### src/rtl/hit_judge_pkg.sv
// Shared constants for the hit judge: lane FSM states, zone codes shown on
// the HEX display, and the points awarded per timing band.
package hit_judge_pkg;

  // Lane controller states.
  typedef enum logic {
    LANE_IDLE   = 1'b0,
    LANE_ACTIVE = 1'b1
  } lane_state_t;

  // Zone codes reported per lane (2 bits each on lane_zone).
  localparam logic [1:0] ZONE_IDLE    = 2'd0;
  localparam logic [1:0] ZONE_LATE    = 2'd1;
  localparam logic [1:0] ZONE_GOOD    = 2'd2;
  localparam logic [1:0] ZONE_PERFECT = 2'd3;

  // Points awarded for a press in each timing band.
  localparam logic [1:0] PTS_PERFECT = 2'd3;
  localparam logic [1:0] PTS_GOOD    = 2'd2;
  localparam logic [1:0] PTS_LATE    = 2'd1;

endpackage

### src/rtl/hit_judge_lane.sv
// One arrow lane: idle/active controller, elapsed-cycle timer and press
// edge detector. Reports this cycle's graded press or timeout to the parent
// combinationally so the parent can fold all lanes into one counter update.
module hit_lane
  import hit_judge_pkg::*;
#(
  parameter int CNT_W     = 27,
  parameter int WINDOW    = 50_000_000,
  parameter int PERFECT_T = 5_000_000,
  parameter int GOOD_T    = 25_000_000
) (
  input  logic       clk,
  input  logic       reset,
  input  logic       arm,
  input  logic       hit,
  output logic       press,
  output logic       miss,
  output logic [1:0] pts,
  output logic [1:0] zone
);

  localparam logic [CNT_W-1:0] LAST_C    = CNT_W'(WINDOW - 1);
  localparam logic [CNT_W-1:0] PERFECT_C = CNT_W'(PERFECT_T);
  localparam logic [CNT_W-1:0] GOOD_C    = CNT_W'(GOOD_T);

  lane_state_t      state_reg;
  logic [CNT_W-1:0] e_reg;
  logic             hit_q_reg;
  logic [1:0]       zone_reg;

  logic             rise_w;
  logic             active_w;
  logic             last_w;
  logic [CNT_W-1:0] e_inc;

  // Display zone for a given elapsed count while the lane is active.
  function automatic logic [1:0] band_of(input logic [CNT_W-1:0] e);
    if (e < PERFECT_C)   return ZONE_PERFECT;
    else if (e < GOOD_C) return ZONE_GOOD;
    else                 return ZONE_LATE;
  endfunction

  // Points for a press landing at a given elapsed count.
  function automatic logic [1:0] points_of(input logic [CNT_W-1:0] e);
    if (e < PERFECT_C)   return PTS_PERFECT;
    else if (e < GOOD_C) return PTS_GOOD;
    else                 return PTS_LATE;
  endfunction

  // Detect a fresh press and the last window cycle; a press on the last
  // cycle takes precedence over the timeout.
  always_comb begin
    rise_w   = hit & ~hit_q_reg;
    active_w = (state_reg == LANE_ACTIVE);
    last_w   = (e_reg == LAST_C);
    press    = active_w & rise_w;
    miss     = active_w & last_w & ~rise_w;
    pts      = press ? points_of(e_reg) : 2'd0;
    e_inc    = e_reg + CNT_W'(1);
  end

  // Lane FSM: arm starts a window, press or timeout ends it; zone follows
  // the state and timer so it is registered alongside them.
  always_ff @(posedge clk) begin
    if (reset) begin
      state_reg <= LANE_IDLE;
      e_reg     <= '0;
      hit_q_reg <= 1'b0;
      zone_reg  <= ZONE_IDLE;
    end else begin
      hit_q_reg <= hit;
      case (state_reg)
        LANE_IDLE: begin
          if (arm) begin
            state_reg <= LANE_ACTIVE;
            e_reg     <= '0;
            zone_reg  <= band_of('0);
          end
        end
        LANE_ACTIVE: begin
          if (press || last_w) begin
            state_reg <= LANE_IDLE;
            e_reg     <= '0;
            zone_reg  <= ZONE_IDLE;
          end else begin
            e_reg    <= e_inc;
            zone_reg <= band_of(e_inc);
          end
        end
        default: begin
          state_reg <= LANE_IDLE;
          e_reg     <= '0;
          zone_reg  <= ZONE_IDLE;
        end
      endcase
    end
  end

  assign zone = zone_reg;

endmodule

### src/rtl/hit_judge.sv
// Rhythm-game hit judge: LANES independent reaction windows whose graded
// presses and timeouts are summed each cycle into saturating score, combo
// and miss counters, with a one-cycle event pulse per update.
module hit_judge
  import hit_judge_pkg::*;
#(
  parameter int LANES     = 4,
  parameter int CNT_W     = 27,
  parameter int WINDOW    = 50_000_000,
  parameter int PERFECT_T = 5_000_000,
  parameter int GOOD_T    = 25_000_000,
  parameter int SCORE_W   = 8
) (
  input  logic                 clk,
  input  logic                 reset,
  input  logic                 score_clr,
  input  logic [LANES-1:0]     arm,
  input  logic [LANES-1:0]     hit,
  output logic [SCORE_W-1:0]   score,
  output logic [SCORE_W-1:0]   combo,
  output logic [SCORE_W-1:0]   miss_cnt,
  output logic [2*LANES-1:0]   lane_zone,
  output logic                 evt_valid,
  output logic [LANES-1:0]     evt_hits,
  output logic [LANES-1:0]     evt_miss
);

  // Wide enough for counter + 3 points from each of up to 8 lanes.
  localparam int SUM_W = SCORE_W + 6;
  localparam logic [SUM_W-1:0] SAT_C = SUM_W'({SCORE_W{1'b1}});

  logic [LANES-1:0]        press_w;
  logic [LANES-1:0]        miss_w;
  logic [LANES-1:0][1:0]   pts_w;

  logic [SUM_W-1:0]   pts_sum;
  logic [SUM_W-1:0]   hit_n;
  logic [SUM_W-1:0]   miss_n;
  logic [SCORE_W-1:0] score_base;
  logic [SCORE_W-1:0] combo_base;
  logic [SCORE_W-1:0] miss_base;
  logic [SCORE_W-1:0] score_next;
  logic [SCORE_W-1:0] combo_next;
  logic [SCORE_W-1:0] miss_next;

  logic [SCORE_W-1:0] score_reg;
  logic [SCORE_W-1:0] combo_reg;
  logic [SCORE_W-1:0] miss_reg;
  logic               evt_valid_reg;
  logic [LANES-1:0]   evt_hits_reg;
  logic [LANES-1:0]   evt_miss_reg;

  genvar gi;
  generate
    for (gi = 0; gi < LANES; gi++) begin : g_lane
      hit_lane #(
        .CNT_W     (CNT_W),
        .WINDOW    (WINDOW),
        .PERFECT_T (PERFECT_T),
        .GOOD_T    (GOOD_T)
      ) u_lane (
        .clk   (clk),
        .reset (reset),
        .arm   (arm[gi]),
        .hit   (hit[gi]),
        .press (press_w[gi]),
        .miss  (miss_w[gi]),
        .pts   (pts_w[gi]),
        .zone  (lane_zone[2*gi +: 2])
      );
    end
  endgenerate

  // Clamp a widened sum back to the counter width.
  function automatic logic [SCORE_W-1:0] sat(input logic [SUM_W-1:0] v);
    if (v > SAT_C) return {SCORE_W{1'b1}};
    else           return v[SCORE_W-1:0];
  endfunction

  // Sum every lane's contribution this cycle so simultaneous events land
  // in a single update; a clear restarts the counters from zero first.
  always_comb begin
    pts_sum = '0;
    hit_n   = '0;
    miss_n  = '0;
    for (int i = 0; i < LANES; i++) begin
      pts_sum = pts_sum + SUM_W'(pts_w[i]);
      hit_n   = hit_n + SUM_W'(press_w[i]);
      miss_n  = miss_n + SUM_W'(miss_w[i]);
    end
    score_base = score_clr ? '0 : score_reg;
    combo_base = score_clr ? '0 : combo_reg;
    miss_base  = score_clr ? '0 : miss_reg;
    score_next = sat(SUM_W'(score_base) + pts_sum);
    combo_next = (|miss_w) ? '0 : sat(SUM_W'(combo_base) + hit_n);
    miss_next  = sat(SUM_W'(miss_base) + miss_n);
  end

  // Counter and event registers, updated one edge after detection.
  always_ff @(posedge clk) begin
    if (reset) begin
      score_reg     <= '0;
      combo_reg     <= '0;
      miss_reg      <= '0;
      evt_valid_reg <= 1'b0;
      evt_hits_reg  <= '0;
      evt_miss_reg  <= '0;
    end else begin
      score_reg     <= score_next;
      combo_reg     <= combo_next;
      miss_reg      <= miss_next;
      evt_valid_reg <= (|press_w) | (|miss_w);
      evt_hits_reg  <= press_w;
      evt_miss_reg  <= miss_w;
    end
  end

  assign score     = score_reg;
  assign combo     = combo_reg;
  assign miss_cnt  = miss_reg;
  assign evt_valid = evt_valid_reg;
  assign evt_hits  = evt_hits_reg;
  assign evt_miss  = evt_miss_reg;

endmodule

### config.mk
export PLATFORM = sky130hd
export DESIGN_NAME = hit_judge
export DESIGN_NICKNAME = d
export VERILOG_FILES = /design/src/rtl/hit_judge_pkg.sv /design/src/rtl/hit_judge_lane.sv /design/src/rtl/hit_judge.sv
export SDC_FILE = /design/constraint.sdc
export NUM_CORES = 1
export LEC_CHECK = 0
export CAP_MARGIN = 25
export CORE_ASPECT_RATIO = 0.75
export CORE_UTILIZATION = 40
export DETAILED_ROUTE_END_ITERATION = 16
export GPL_TIMING_DRIVEN = 0
export HOLD_SLACK_MARGIN = 0.15
export PLACE_DENSITY = 0.53
export SLEW_MARGIN = 5
export SYNTH_ARGS = -nofsm -noshare
export SYNTH_HDL_FRONTEND = slang
export SYNTH_HIERARCHICAL = 1
export SYNTH_SLANG_ARGS = --single-unit
### constraint.sdc
create_clock -name clk -period 10.1 [get_ports clk]
set_input_delay 2.02 -clock clk [delete_from_list [all_inputs] [get_ports clk]]
set_output_delay 2.02 -clock clk [all_outputs]
set_load 0.02 [all_outputs]
# After elaboration in Yosys (flattened, before gate mapping)
# Index checks and enable logic that the tools add are counted.
# totals
in_bits	11
ff_bits	157
word_cells	163
# op_classes
n_bitwise	29
n_lt_le_gt_ge	19
addsub	16
n_mux	62
n_eq_ne	8
n_reduce_logical	7
# op_table
op	n
$lt 27x23->1 const B	8
$lt 27x25->1 const B	8
$mux 27	8
$pmux 27 s2	4
$add 27x1->27 const B	4
$eq 27x26->1 const B	4
$mux 2	28
$mux 8	6
$gt 9x8->1 const B	3
$add 8x4->9	2
$and 1x1->1	16
$pmux 2 s2	4
$not 1->1	12
$add 8x5->9	1
$add 3x1->4	2
$mux 1	8
$ne 2x2->1 const B	4
$pmux 1 s2	4
$reduce_or 4->1	2
$add 2x1->3	2
$add 4x2->5	1
$reduce_or 5->1	1
$add 1x1->2	2
$add 3x2->4	1
3 further kinds	6

# Longest topological paths before layout
# logic_depth
word_depth	10
ltp_mapped	19

# Modules after synthesis
# The synthesis kept the hierarchy.
# modules_own_cells
module	instances	cells_per_inst	area_each_um2	seq_area_each_um2
hit_lane at g_lane[0].u_lane ...	3	328	2322.2	620.6
hit_lane at g_lane[3].u_lane	1	317	2407.3	620.6
hit_judge	1	202	1923.1	660.6

# Least setup slack after synthesis
# Ideal clock, no wire load.
# synth_timing
path_kind	in2reg
start	input hit[0]
end	register score_reg[6] (netlist: score[6])
arrival_ns	5.055
cell_stages	13
path_buffers	0
slack_ns	4.929
setup_ns	0.116
cell_sequence	nand2b_1 -> nor2_1 -> a21boi_0 -> fa_1 -> inv_1 -> fa_1 -> nor3b_4 -> nor2_1 -> fa_1 -> nand2b_1 -> a21oi_1 -> and4_1 -> nor3_1
# synth_lines
item	line_no	rtl
start: declaration	hit_judge.sv:18	input logic [LANES-1:0] hit,
end signal: assignment	hit_judge.sv:109	score_reg <= score_next;
end: declaration	hit_judge.sv:46	logic [SCORE_W-1:0] score_reg;

==> flow_summary.ini <==
[final_layout]
largest_reg_flops = 108
post-route-util = 0.472
fillers = 2767
layoutNonFillerInstCount = 1963
nets = 1606
area_growth_pct = 14.4
drive_gt1_frac = 0.0814

[synth]
syn_area_per_cell_um2 = 7.52
synth-async-reset-ratio = 0
ys_seq_area_frac = 0.278
postSynthNetCount = 1538
netlist.area_leader.share = 0.278
synth_cell_type_count = 87
synth_area_um2 = 11300
yosysTopAreaCell = dfxtp_1
syn-instance-count = 1503
synth_area_leaders = dfxtp_1 28%, nor2_1 6.7%, a21oi_1 5.6%
synth_edf_count = 0
ys_seq_elements = 157
ys.flop_type = dfxtp_1
synth_warnings = 6

[cts]
cts_tree = done
hold_buffers = 0
clockBufferDepth = 2
cts-resized-gates = 0
clkTransAtPathRegs_ns = 0.07
root_buffer = clkbuf_16
numCtsBuffers = 17
cts_sinks = 157
cts-htree-levels = 4
postCtsSetupRepairBufs = 0
clk_latency_ns = 0.45

[route]
route.detailed.drc = 0
via_per_inst = 5.92
first_pass_iters = 6
vias = 11600
wirelength_um = 36600
avgRoutedWirePerCell_um = 18.7
drtAntennaViolNets = 0
drt_iter0_markers = 1054

[timing]
slew_headroom = 0.417
skew_ns = 0.00984
fin_crit_sh = 0.590
worstMarginPinSlew_ns = 0.853
worst_slack_ns = 4.14
rsz0062_at_grt = false
setup_violations = 0
slew_viol_final = 0
hold_viol = 0
tns_ns = 0
fin_crit_ns = 5.96
clock.fmax_mhz = 168
hold_ws_ns = 0.506

[power]
intPower_uw = 1130
clkPwrFrac = 0.485
pwr-share-comb = 0.096
p_sw_frac = 0.253
pwr-share-seq = 0.419
p_switching_uw = 384
ir_worst_vdd_uv = 117
leakage_uw = 0.00434
pwr_density_cell_nw_per_um2 = 118

[hold_path]
hold-path-endpoint = g_lane[1].u_lane/e_reg[5]$_SDFFE_PP0P_
hp-start = g_lane[1].u_lane/e_reg[5]$_SDFFE_PP0P_
hp-class = register to register
holdPathStages = 2

[global_route]
grt_pass1_vias = 10500
grt_max_degree = 17
grt_pass1_wl_um = 58800
grtUsageTotal = 0.259
grt_overflow_total = 0
antenna_found_initial = 0

[die]
core_um2 = 27400
die_y_um = 148
std_cell_rows = 52
num_io_pins = 52
initial_core_util = 0.412
dieArea_um2 = 28900
die_w_um = 196

[critical_path]
reg2reg_from = g_lane[1].u_lane/e_reg[6]$_SDFFE_PP0P_
rr_endpoint = score[6]$_SDFF_PP0_
slowest_stage = nor2_1
end_kind = register
cpMostUsedCell = fa_1
worst_setup_path_start_kind = input port
worstPathArrival_ns = 6.31
reg2reg_depth = 19
crit_type = input port to register
crit_path_cell_trace = clkdlybuf4s50_1 -> nand2b_1 -> nor2_1 -> a21boi_0 -> fa_1 -> inv_1 -> fa_1 -> nor3b_4 -> nor2_1 -> fa_1 -> nand2b_1 -> a21oi_1 -> and4_1 -> nor3_1
crit_path_max_fanout = 5
max_stage_delay_ns = 0.51
reg2reg_slack_ns = 4.48
cp_data_required_time_ns = 10.44

[placed_design]
dp_slack_ns = 3.70
port_buffers = 49
place_hpwl_um = 26800
dpl.cell_count = 1930
gp_congestion = 0.965

[run_status]
outcome = finished clean

[run]
cap_viol_max_count = 0
-- Yosys cell counts (all sizes together), types with 4 or more instances --
master	count
a2111oi	9
a211o	12
a211oi	10
a21boi	8
a21o	7
a21oi	126
a221oi	7
a22o	4
a22oi	27
a311oi	9
a31oi	18
a41o	4
and2	10
and3	24
and4	14
buf	24
clkbuf	83
dfxtp	157
fa	11
ha	13
inv	51
nand2	119
nand2b	24
nand3	64
nand3b	13
nand4	46
nand4b	8
nor2	205
nor2b	25
nor3	62
nor4	33
nor4b	7
o2111ai	8
o211ai	5
o21ai	96
o221ai	4
o22ai	12
o31ai	4
or2	9
or3	21
or4	13
or4b	7
xnor2	41
xor2	26
-- logic make-up (layout without fill, tap and decap cells) --
family,after synthesis,after routing,synth area share
other,0,1,0
AO/OA/AOI/OAI,387,387,0.218
multiplexers,2,2,0.00188
AND/OR/NAND/NOR,708,708,0.354
buffers and inverters,158,239,0.0600
flip-flops,157,157,0.278
adder cells (fa/ha/maj),24,24,0.0339
XOR/XNOR,67,67,0.0539
-- critical path: cells and delay by family --
family	cells	cell delay, ns
adder cells (fa/ha/maj)	3	1.38
buffers and inverters	2	0.57
AND/OR/NAND/NOR	7	1.49
AO/OA/AOI/OAI	2	0.84
-- worst max-delay path by stage --
stage / cells after the start / from / to
finish: 14 / hit[0] / score[6]$_SDFF_PP0_
global route: 14 / hit[0] / score[4]$_SDFF_PP0_
CTS: 14 / hit[0] / score[6]$_SDFF_PP0_
detailed placement: 14 / hit[0] / score[6]$_SDFF_PP0_
global placement: 14 / hit[1] / score[6]$_SDFF_PP0_
floorplan: 13 / hit[0] / score[6]$_SDFF_PP0_
-- metal layers --
metal | routed length [um] | part of all wire | track usage
met5 | 0 | 0 | 0
met4 | 624 | 0.017 | 0.0836
met3 | 2880 | 0.079 | 0.0509
met2 | 14600 | 0.40 | 0.354
met1 | 18500 | 0.51 | 0.398
-- area by class of cell --
type	instances	area [um^2]	share of cell area
Antenna cell	1	2.50	0.000194
Buffer	107	487	0.0377
Clock buffer	21	470	0.0364
Clock inverter	11	188	0.0145
Inverter	51	191	0.0148
Multi-Input combinational cell	1188	7480	0.579
Sequential cell	157	3140	0.243
Tap cell	378	473	0.0366
Timing Repair Buffer	49	490	0.0380
-- placed cells by master (no fill, tap or decap), types with 12 or more instances in the layout --
| cell type | netlist | routed |
|---|---|---|
| nand2_1 | 119 | 119 |
| and3_1 | 24 | 24 |
| nand3_1 | 55 | 55 |
| clkbuf_16 | 0 | 17 |
| nand3b_1 | 13 | 13 |
| buf_2 | 14 | 14 |
| inv_1 | 51 | 51 |
| nor4_1 | 26 | 26 |
| or3_1 | 18 | 18 |
| a211o_1 | 12 | 12 |
| nor2_1 | 202 | 202 |
| nand4_1 | 37 | 37 |
| nand2b_1 | 24 | 24 |
| o22ai_1 | 12 | 12 |
| nor3_1 | 58 | 58 |
| ha_1 | 13 | 13 |
| a21oi_1 | 126 | 126 |
| clkdlybuf4s50_1 | 0 | 49 |
| dfxtp_1 | 157 | 157 |
| a22oi_1 | 27 | 27 |
| nor2b_1 | 23 | 23 |
| clkbuf_1 | 80 | 81 |
| o21ai_0 | 90 | 90 |
| a31oi_1 | 18 | 18 |
| xor2_1 | 26 | 26 |
| xnor2_1 | 38 | 38 |
-- power by group through the flow --
stage | clock [uW] | combinational, uW | sequential (uW)
floorplan | 0 | 79.6 | 657
global placement | 0 | 144 | 651
detailed placement | 0 | 144 | 651
CTS | 759 | 145 | 637
global route | 783 | 160 | 638
finish | 736 | 146 | 637
-- metrics by stage --
step | area [um^2] | total power (uW)
floorplan | 11300 | 737
global placement | 12300 | 795
detailed placement | 12300 | 795
CTS | 12900 | 1540
global route | 12900 | 1580
finish | 12900 | 1520
Note: power is estimated with default switching activity, not from simulation.
